--- src/rtl/alu_share_ctrl.sv ---
// alu_share_ctrl: time-shares one external combinational 64-bit ALU between
// NUM_REQ requesters. A round-robin arbiter picks a requester, its instruction
// and operands are registered onto the ALU inputs and held for EXEC_CYCLES
// cycles, then the ALU result is captured into a response register that is
// held under valid/ready backpressure.
//
// Parameters
//   NUM_REQ      number of requesters (2..4)
//   ID_W         width of rsp_id (>= clog2(NUM_REQ), min 1)
//   EXEC_CYCLES  cycles the operands are held before capture (1..15)
//
// Ports
//   clk, rst_n                clock, synchronous active-low reset
//   req_valid / req_ready     per-requester handshake (ready is one-hot or 0)
//   req_instruction           packed NUM_REQ x 32-bit instructions
//   req_in1 / req_in2         packed NUM_REQ x 64-bit operands
//   alu_instruction/in1/in2   registered ALU inputs
//   alu_out / alu_zero        ALU result and zero flag (combinational)
//   rsp_valid / rsp_ready     response handshake
//   rsp_id/rsp_out/rsp_zero   owner index, captured result and zero flag
//   busy                      registered, high whenever not idle
module alu_share_ctrl #(
  parameter int unsigned NUM_REQ     = 2,
  parameter int unsigned ID_W        = 1,
  parameter int unsigned EXEC_CYCLES = 1
) (
  input  logic                    clk,
  input  logic                    rst_n,
  input  logic [NUM_REQ-1:0]      req_valid,
  output logic [NUM_REQ-1:0]      req_ready,
  input  logic [NUM_REQ*32-1:0]   req_instruction,
  input  logic [NUM_REQ*64-1:0]   req_in1,
  input  logic [NUM_REQ*64-1:0]   req_in2,
  output logic [31:0]             alu_instruction,
  output logic [63:0]             alu_in1,
  output logic [63:0]             alu_in2,
  input  logic [63:0]             alu_out,
  input  logic                    alu_zero,
  output logic                    rsp_valid,
  input  logic                    rsp_ready,
  output logic [ID_W-1:0]         rsp_id,
  output logic [63:0]             rsp_out,
  output logic                    rsp_zero,
  output logic                    busy
);

  localparam int unsigned SEL_W   = (NUM_REQ > 1) ? $clog2(NUM_REQ) : 1;
  localparam int unsigned CNT_W   = 4;
  localparam int unsigned INSTR_W = 32;
  localparam int unsigned DATA_W  = 64;

  localparam logic [1:0] ST_IDLE = 2'd0;
  localparam logic [1:0] ST_EXEC = 2'd1;
  localparam logic [1:0] ST_RESP = 2'd2;

  logic [1:0]         state_q;
  logic [1:0]         state_d;
  logic [CNT_W-1:0]   cnt_q;
  logic [ID_W-1:0]    last_q;
  logic [ID_W-1:0]    grant;
  logic               grant_found;
  logic               can_accept;
  logic               accept;
  logic               exec_done;
  logic [INSTR_W-1:0] sel_instruction;
  logic [DATA_W-1:0]  sel_in1;
  logic [DATA_W-1:0]  sel_in2;

  // Requester index examined at position off of the round-robin scan.
  function automatic logic [SEL_W-1:0] scan_idx(input logic [ID_W-1:0] base,
                                                input int unsigned    off);
    int unsigned pos;
    pos = (32'(base) + off + 32'd1) % NUM_REQ;
    return SEL_W'(pos);
  endfunction

  // Round-robin arbiter: first valid requester after the last winner.
  always_comb begin
    grant       = '0;
    grant_found = 1'b0;
    for (int unsigned k = 0; k < NUM_REQ; k++) begin
      if (!grant_found && req_valid[scan_idx(last_q, k)]) begin
        grant       = ID_W'(scan_idx(last_q, k));
        grant_found = 1'b1;
      end
    end
  end

  // Payload select for the granted requester.
  always_comb begin
    sel_instruction = '0;
    sel_in1         = '0;
    sel_in2         = '0;
    for (int unsigned k = 0; k < NUM_REQ; k++) begin
      if (grant == ID_W'(k)) begin
        sel_instruction = req_instruction[k*INSTR_W +: INSTR_W];
        sel_in1         = req_in1[k*DATA_W +: DATA_W];
        sel_in2         = req_in2[k*DATA_W +: DATA_W];
      end
    end
  end

  // A new operation can enter when idle or when the held response leaves.
  assign can_accept = (state_q == ST_IDLE) ||
                      ((state_q == ST_RESP) && rsp_ready);

  // One-hot accept; held low during reset so no requester sees a phantom grant.
  always_comb begin
    req_ready = '0;
    for (int unsigned k = 0; k < NUM_REQ; k++) begin
      req_ready[k] = rst_n && can_accept && grant_found && (grant == ID_W'(k));
    end
  end

  assign accept    = |req_ready;
  assign exec_done = (state_q == ST_EXEC) && (cnt_q == '0);

  // Next-state logic.
  always_comb begin
    state_d = state_q;
    case (state_q)
      ST_IDLE: begin
        if (accept) state_d = ST_EXEC;
      end
      ST_EXEC: begin
        if (exec_done) state_d = ST_RESP;
      end
      ST_RESP: begin
        if (rsp_ready) state_d = accept ? ST_EXEC : ST_IDLE;
      end
      default: state_d = ST_IDLE;
    endcase
  end

  // State register plus the status flags derived from the next state.
  always_ff @(posedge clk) begin
    if (!rst_n) begin
      state_q   <= ST_IDLE;
      rsp_valid <= 1'b0;
      busy      <= 1'b0;
    end else begin
      state_q   <= state_d;
      rsp_valid <= (state_d == ST_RESP);
      busy      <= (state_d != ST_IDLE);
    end
  end

  // Arbitration pointer and evaluation counter.
  always_ff @(posedge clk) begin
    if (!rst_n) begin
      last_q <= ID_W'(NUM_REQ - 1);
      cnt_q  <= '0;
    end else begin
      if (accept) begin
        last_q <= grant;
        cnt_q  <= CNT_W'(EXEC_CYCLES - 1);
      end else if ((state_q == ST_EXEC) && (cnt_q != '0)) begin
        cnt_q <= cnt_q - CNT_W'(1);
      end
    end
  end

  // ALU operand registers: only change on accept, so they are stable in EXEC.
  always_ff @(posedge clk) begin
    if (!rst_n) begin
      alu_instruction <= '0;
      alu_in1         <= '0;
      alu_in2         <= '0;
      rsp_id          <= '0;
    end else if (accept) begin
      alu_instruction <= sel_instruction;
      alu_in1         <= sel_in1;
      alu_in2         <= sel_in2;
      rsp_id          <= grant;
    end
  end

  // Result capture at the end of evaluation; held through RESP.
  always_ff @(posedge clk) begin
    if (!rst_n) begin
      rsp_out  <= '0;
      rsp_zero <= 1'b0;
    end else if (exec_done) begin
      rsp_out  <= alu_out;
      rsp_zero <= alu_zero;
    end
  end

endmodule

--- config.mk ---
export PLATFORM = sky130hd
export DESIGN_NAME = alu_share_ctrl
export DESIGN_NICKNAME = d
export VERILOG_FILES = /design/src/rtl/alu_share_ctrl.sv
export SDC_FILE = /design/constraint.sdc
export NUM_CORES = 1
export LEC_CHECK = 0
export ABC_AREA = 1
export CORE_AREA = 2 2 245 247
export DETAILED_ROUTE_END_ITERATION = 8
export DIE_AREA = 0 0 247 249
export GPL_ROUTABILITY_DRIVEN = 0
export SLEW_MARGIN = 20
export SYNTH_ARGS = -nofsm -noshare
export SYNTH_HDL_FRONTEND = slang
export SYNTH_SLANG_ARGS = --single-unit
--- constraint.sdc ---
create_clock -name clk -period 3 [get_ports clk]
set_input_delay 0.9 -clock clk [delete_from_list [all_inputs] [get_ports clk]]
set_output_delay 0.9 -clock clk [all_outputs]
set_load 0.005 [all_outputs]
# After elaboration in Yosys (flattened, before gate mapping)
# Index checks and enable logic that the tools add are counted.
[op_classes]
muxes = 16
bitwise = 2
order_cmp = 2
reduce_logical = 16
eq_ne = 3
n_div = 0
n_mul = 0
shifts = 0
addsub = 3
[ops]
columns = ["operator", "count"]
rows = [
  ["$mux 64", 2],
  ["$mux 32", 1],
  ["$mux 1", 9],
  ["$logic_and 1x1->1", 8],
  ["$mux 2", 3],
  ["$pmux 2 s3", 1],
  ["$eq 2x2->1 const B", 2],
  ["$logic_not 4->1", 1],
  ["$lt 1x2->1 const B", 2],
  ["$reduce_bool 4->1", 1],
  ["$sub 4x1->4 const B", 1],
  ["$reduce_or 3->1", 1],
  ["$add 1x1->1 const B", 2],
  ["$eq 2x1->1 const B", 1],
  ["$logic_not 2->1", 1],
  ["$not 1->1", 2],
  ["$reduce_bool 2->1", 1],
  ["$reduce_or 2->1", 1],
  ["$logic_not 1->1", 1],
  ["$logic_or 1x1->1", 1],
]
[word_totals]
n_memories = 0
word_cells = 53
reg_bits = 235
latch_bits = 0
out_inout_bits = 230
ramBits = 0
inputBits = 390
rom_bits = 0

# Depth between registers and ports, before layout
[depth]
ltp_word = 14
depth_mapped = 9
mapped_depth_nobuf = 7

# Worst setup path after synthesis
# OpenSTA, ideal clock, no wires.
[synth_timing]
path_kind = "in2out"
from = "input rst_n"
to = "output req_ready[1]"
t_arrival_ns = 1.720
stages = 7
slack_ns = 0.380
cell_sequence = "buf_4 -> inv_2 -> nor2_2 -> nand3_2 -> buf_2 -> buf_2 -> nor2_1"
[synth_between]
elab_chain_len = 3
[synth_lines]
columns = ["item", "line", "source"]
rows = [
  ["start, declared", "28", "input logic rst_n,"],
  ["$logic_and 1x1->1 (3 in a row)", "111", "req_ready[k] = rst_n && can_accept && grant_found && (grant == ID_W'(k));"],
  ["end, declared", "30", "output logic [NUM_REQ-1:0] req_ready,"],
]
# No other way between the ends.

# Worst setup path in the final report
[layout_timing]
from = "input rsp_ready"
to = "output req_ready[0]"
[layout_between]
elab_chain_len = 5
[layout_lines]
columns = ["item", "line", "source"]
rows = [
  ["start, declared", "40", "input logic rsp_ready,"],
  ["$logic_and 1x1->1", "105", "((state_q == ST_RESP) && rsp_ready);"],
  ["$logic_or 1x1->1", "104", "assign can_accept = (state_q == ST_IDLE) ||"],
  ["$logic_and 1x1->1 (3 in a row)", "111", ""],
]
# No other way between the ends.

==> metrics <==
maximum clock rate=347.4 MHz; DR vias=11960; Vias/cell=4.101; measured slew at the worst slew-check pin=1.078 ns; relative slew slack=28.12%; crit path DAT=1.98 ns; RSZ-0062 raised after global routing=false; NetSw=2.426 mW; IO Count=620; CP Max Fanout=4; Design Power=9.127 mW; area of the die=61500 um^2; fin crit share=95.96%; FF+latch count, synth=235; largest net degree at the start of global routing=161; pre-CTS setup slack=-0.6248 ns; core footprint=58690 um^2; Netlist cell types=18; Die Height=249 um; routed len/inst=15.36 um; drt pass-1 iters=7; antenna violations before repair=0; Worst Setup End Kind=output pin; 1st-iter DRT viols=523; final antenna-violating net count=0; Nets=2515; Clock Root Buffer=clkbuf_16; combinational power share=21.5%; CP startpoint=rsp_ready; Mapped Area=10420 um^2; register area share after synthesis=45.13%; clk_skew=0.01778 ns; R2R Setup Slk=0.85 ns; reg2reg start=last_q; # H-tree levels=1; final worst-path setup slack=0.1212 ns; Hold Path Class=register to register; Clock Path Buffers=3; drt drc=0; Setup TNS Final=0 ns; total grt overflow=0; Final Hold Vio Count=0; antenna diode count=0; Pwr Density=500.6 nW/um^2; Flop pwr share=38.0%; share of cells above drive strength 1=3.871%; Die Wd=247 um; post-detail-place hpwl=30.86 mm; Crit path required time=2.10 ns; Std-Cell Rows=89; syn nets=1970; Area Overhead vs Synth=74.89%; reg2reg end=alu_in1[28]; R2R depth=8; # setup viols final=0; Max Slew Vio Count=0; Cells after Synth=1578; clock-pin slew on the worst setup and hold paths=0.06 ns; total wire length=44.80 mm; Switching Share=26.58%; later-pin clock latency in the skew report=0.57 ns; Setup CP Type=input port to output pin; clock sink count=235; first-pass GRT wire length=67.52 mm; GRT Total Usage=13.76%; Internal=6.701 mW; LEAKAGE=7.444 nW; Post-Syn Area per Cell=6.606 um^2; VDD IR max=0.3561 mV; Worst Setup EP=req_ready[0]; crit start category=input port; max-cap violations=0; CTS tree=yes; Starting Density=17.76%; clock share of power=40.5%; min Tclk post-route=2.879 ns; status=complete, no violations; vias in the first global route=11450; synth warn=0; clock buffer count from CTS=29; final core occ=31.06%; PortBufs=619; CTS Hold Bufs=0
synth_stat cells, drive strengths merged:
library cell	n	area [um^2]
a21oi	152	760.7
buf	71	415.4
clkbuf	55	206.5
dfxtp	235	4705
ha	2	25.02
inv	15	56.30
nand2	663	2494
nand3	177	890.9
nor2	141	531.8
o21ai	66	330.3
xor2	1	8.760
power by group through the flow:
stage                     Clock [mW]  Combinational, mW  Sequential (mW)
after floorplan                    0              0.741             3.55
final                           3.70               1.96             3.47
after global placement             0               2.00             3.52
after CTS                       3.81               2.01             3.47
after detailed placement           0               2.00             3.53
after global routing            3.93               2.16             3.49
worst max-delay path: stages:
cell and delay [ns]:
clkdlybuf4s50_1 0.48, inv_1 0.06, nand2_2 0.09, nand3_4 0.13, inv_6 0.07, nand2_1 0.07
inv_2 0.06, buf_2 0.13
kinds of logic after synthesis:
| family | after synthesis | share of synthesized area (%) |
|---|---|---|
| and+or+nand+nor | 981 | 37.57 |
| DFF | 235 | 45.13 |
| AOI/OAI and AO/OA | 218 | 10.47 |
| buffers and inverters | 141 | 6.506 |
| adders and majority gates | 2 | 0.2400 |
| xor gates and xnor gates | 1 | 0.08404 |
cell usage in the layout (no fill, tap or decap), types with 3 or more instances in the layout:
cell	count
clkbuf_8	10
nand2_1	659
bufinv_16	3
o21ai_0	66
clkdlybuf4s50_1	614
inv_6	3
inv_1	11
clkbuf_16	29
buf_12	4
buf_4	16
clkbuf_1	7
dfxtp_1	235
a21oi_1	152
nor2_1	138
nand3_1	175
metrics by stage:
stage	cell area [um^2]	instances	hold WS (ns)
finish	18230	2917	0.4615
global route	18230	2917	0.4779
CTS	18230	2916	0.4637
detailed placement	17220	2864	0.4542
global placement	17220	2864	0.4518
floorplan	10420	1578	0.4453
metal layers:
layer	wire [um]	vias up	track usage (%)
li1	-	6131	-
met1	18710	5393	16.54
met2	21450	377	23.99
met3	3647	61	3.760
met4	996	0	3.511
met5	0	-	0
area by class of cell:
cell class	instances	area, um^2
timing repair buffer	640	6392
clock buffer	46	889.6
fill	6390	40460
inverter	15	66.31
tap	773	967.2
sequential	235	4705
clock inverter	6	113.9
multi-input combinational	1202	5096
how the worst min path moves through the flow:
stage                startpoint           to  slack [ns]  cells past startpoint
floorplan              cnt_q[0]     cnt_q[0]        0.45                      2
global placement    alu_in1[49]  alu_in1[49]        0.45                      2
detailed placement   alu_in2[3]   alu_in2[3]        0.45                      2
CTS                 alu_in2[41]  alu_in2[41]        0.46                      2
global route        alu_in1[19]  alu_in1[19]        0.48                      2
finish              alu_in2[10]  alu_in2[10]        0.46                      2
sequential cells by signal, summed over array words and instances (netlist names):
name             count
rsp_out             64
busy                 1
alu_instruction     32
rsp_zero             1
rsp_id               1
state_q              2
alu_in1             64
cnt_q                4
rsp_valid            1
last_q               1
alu_in2             64
what timing repair did:
item,in CTS,in global routing
pin swaps,1,1
setup endpoints to repair,2,2
buffers inserted,0,1
cloned,0,0
resized for setup,11,2
Power figures use the tool's default switching activity.
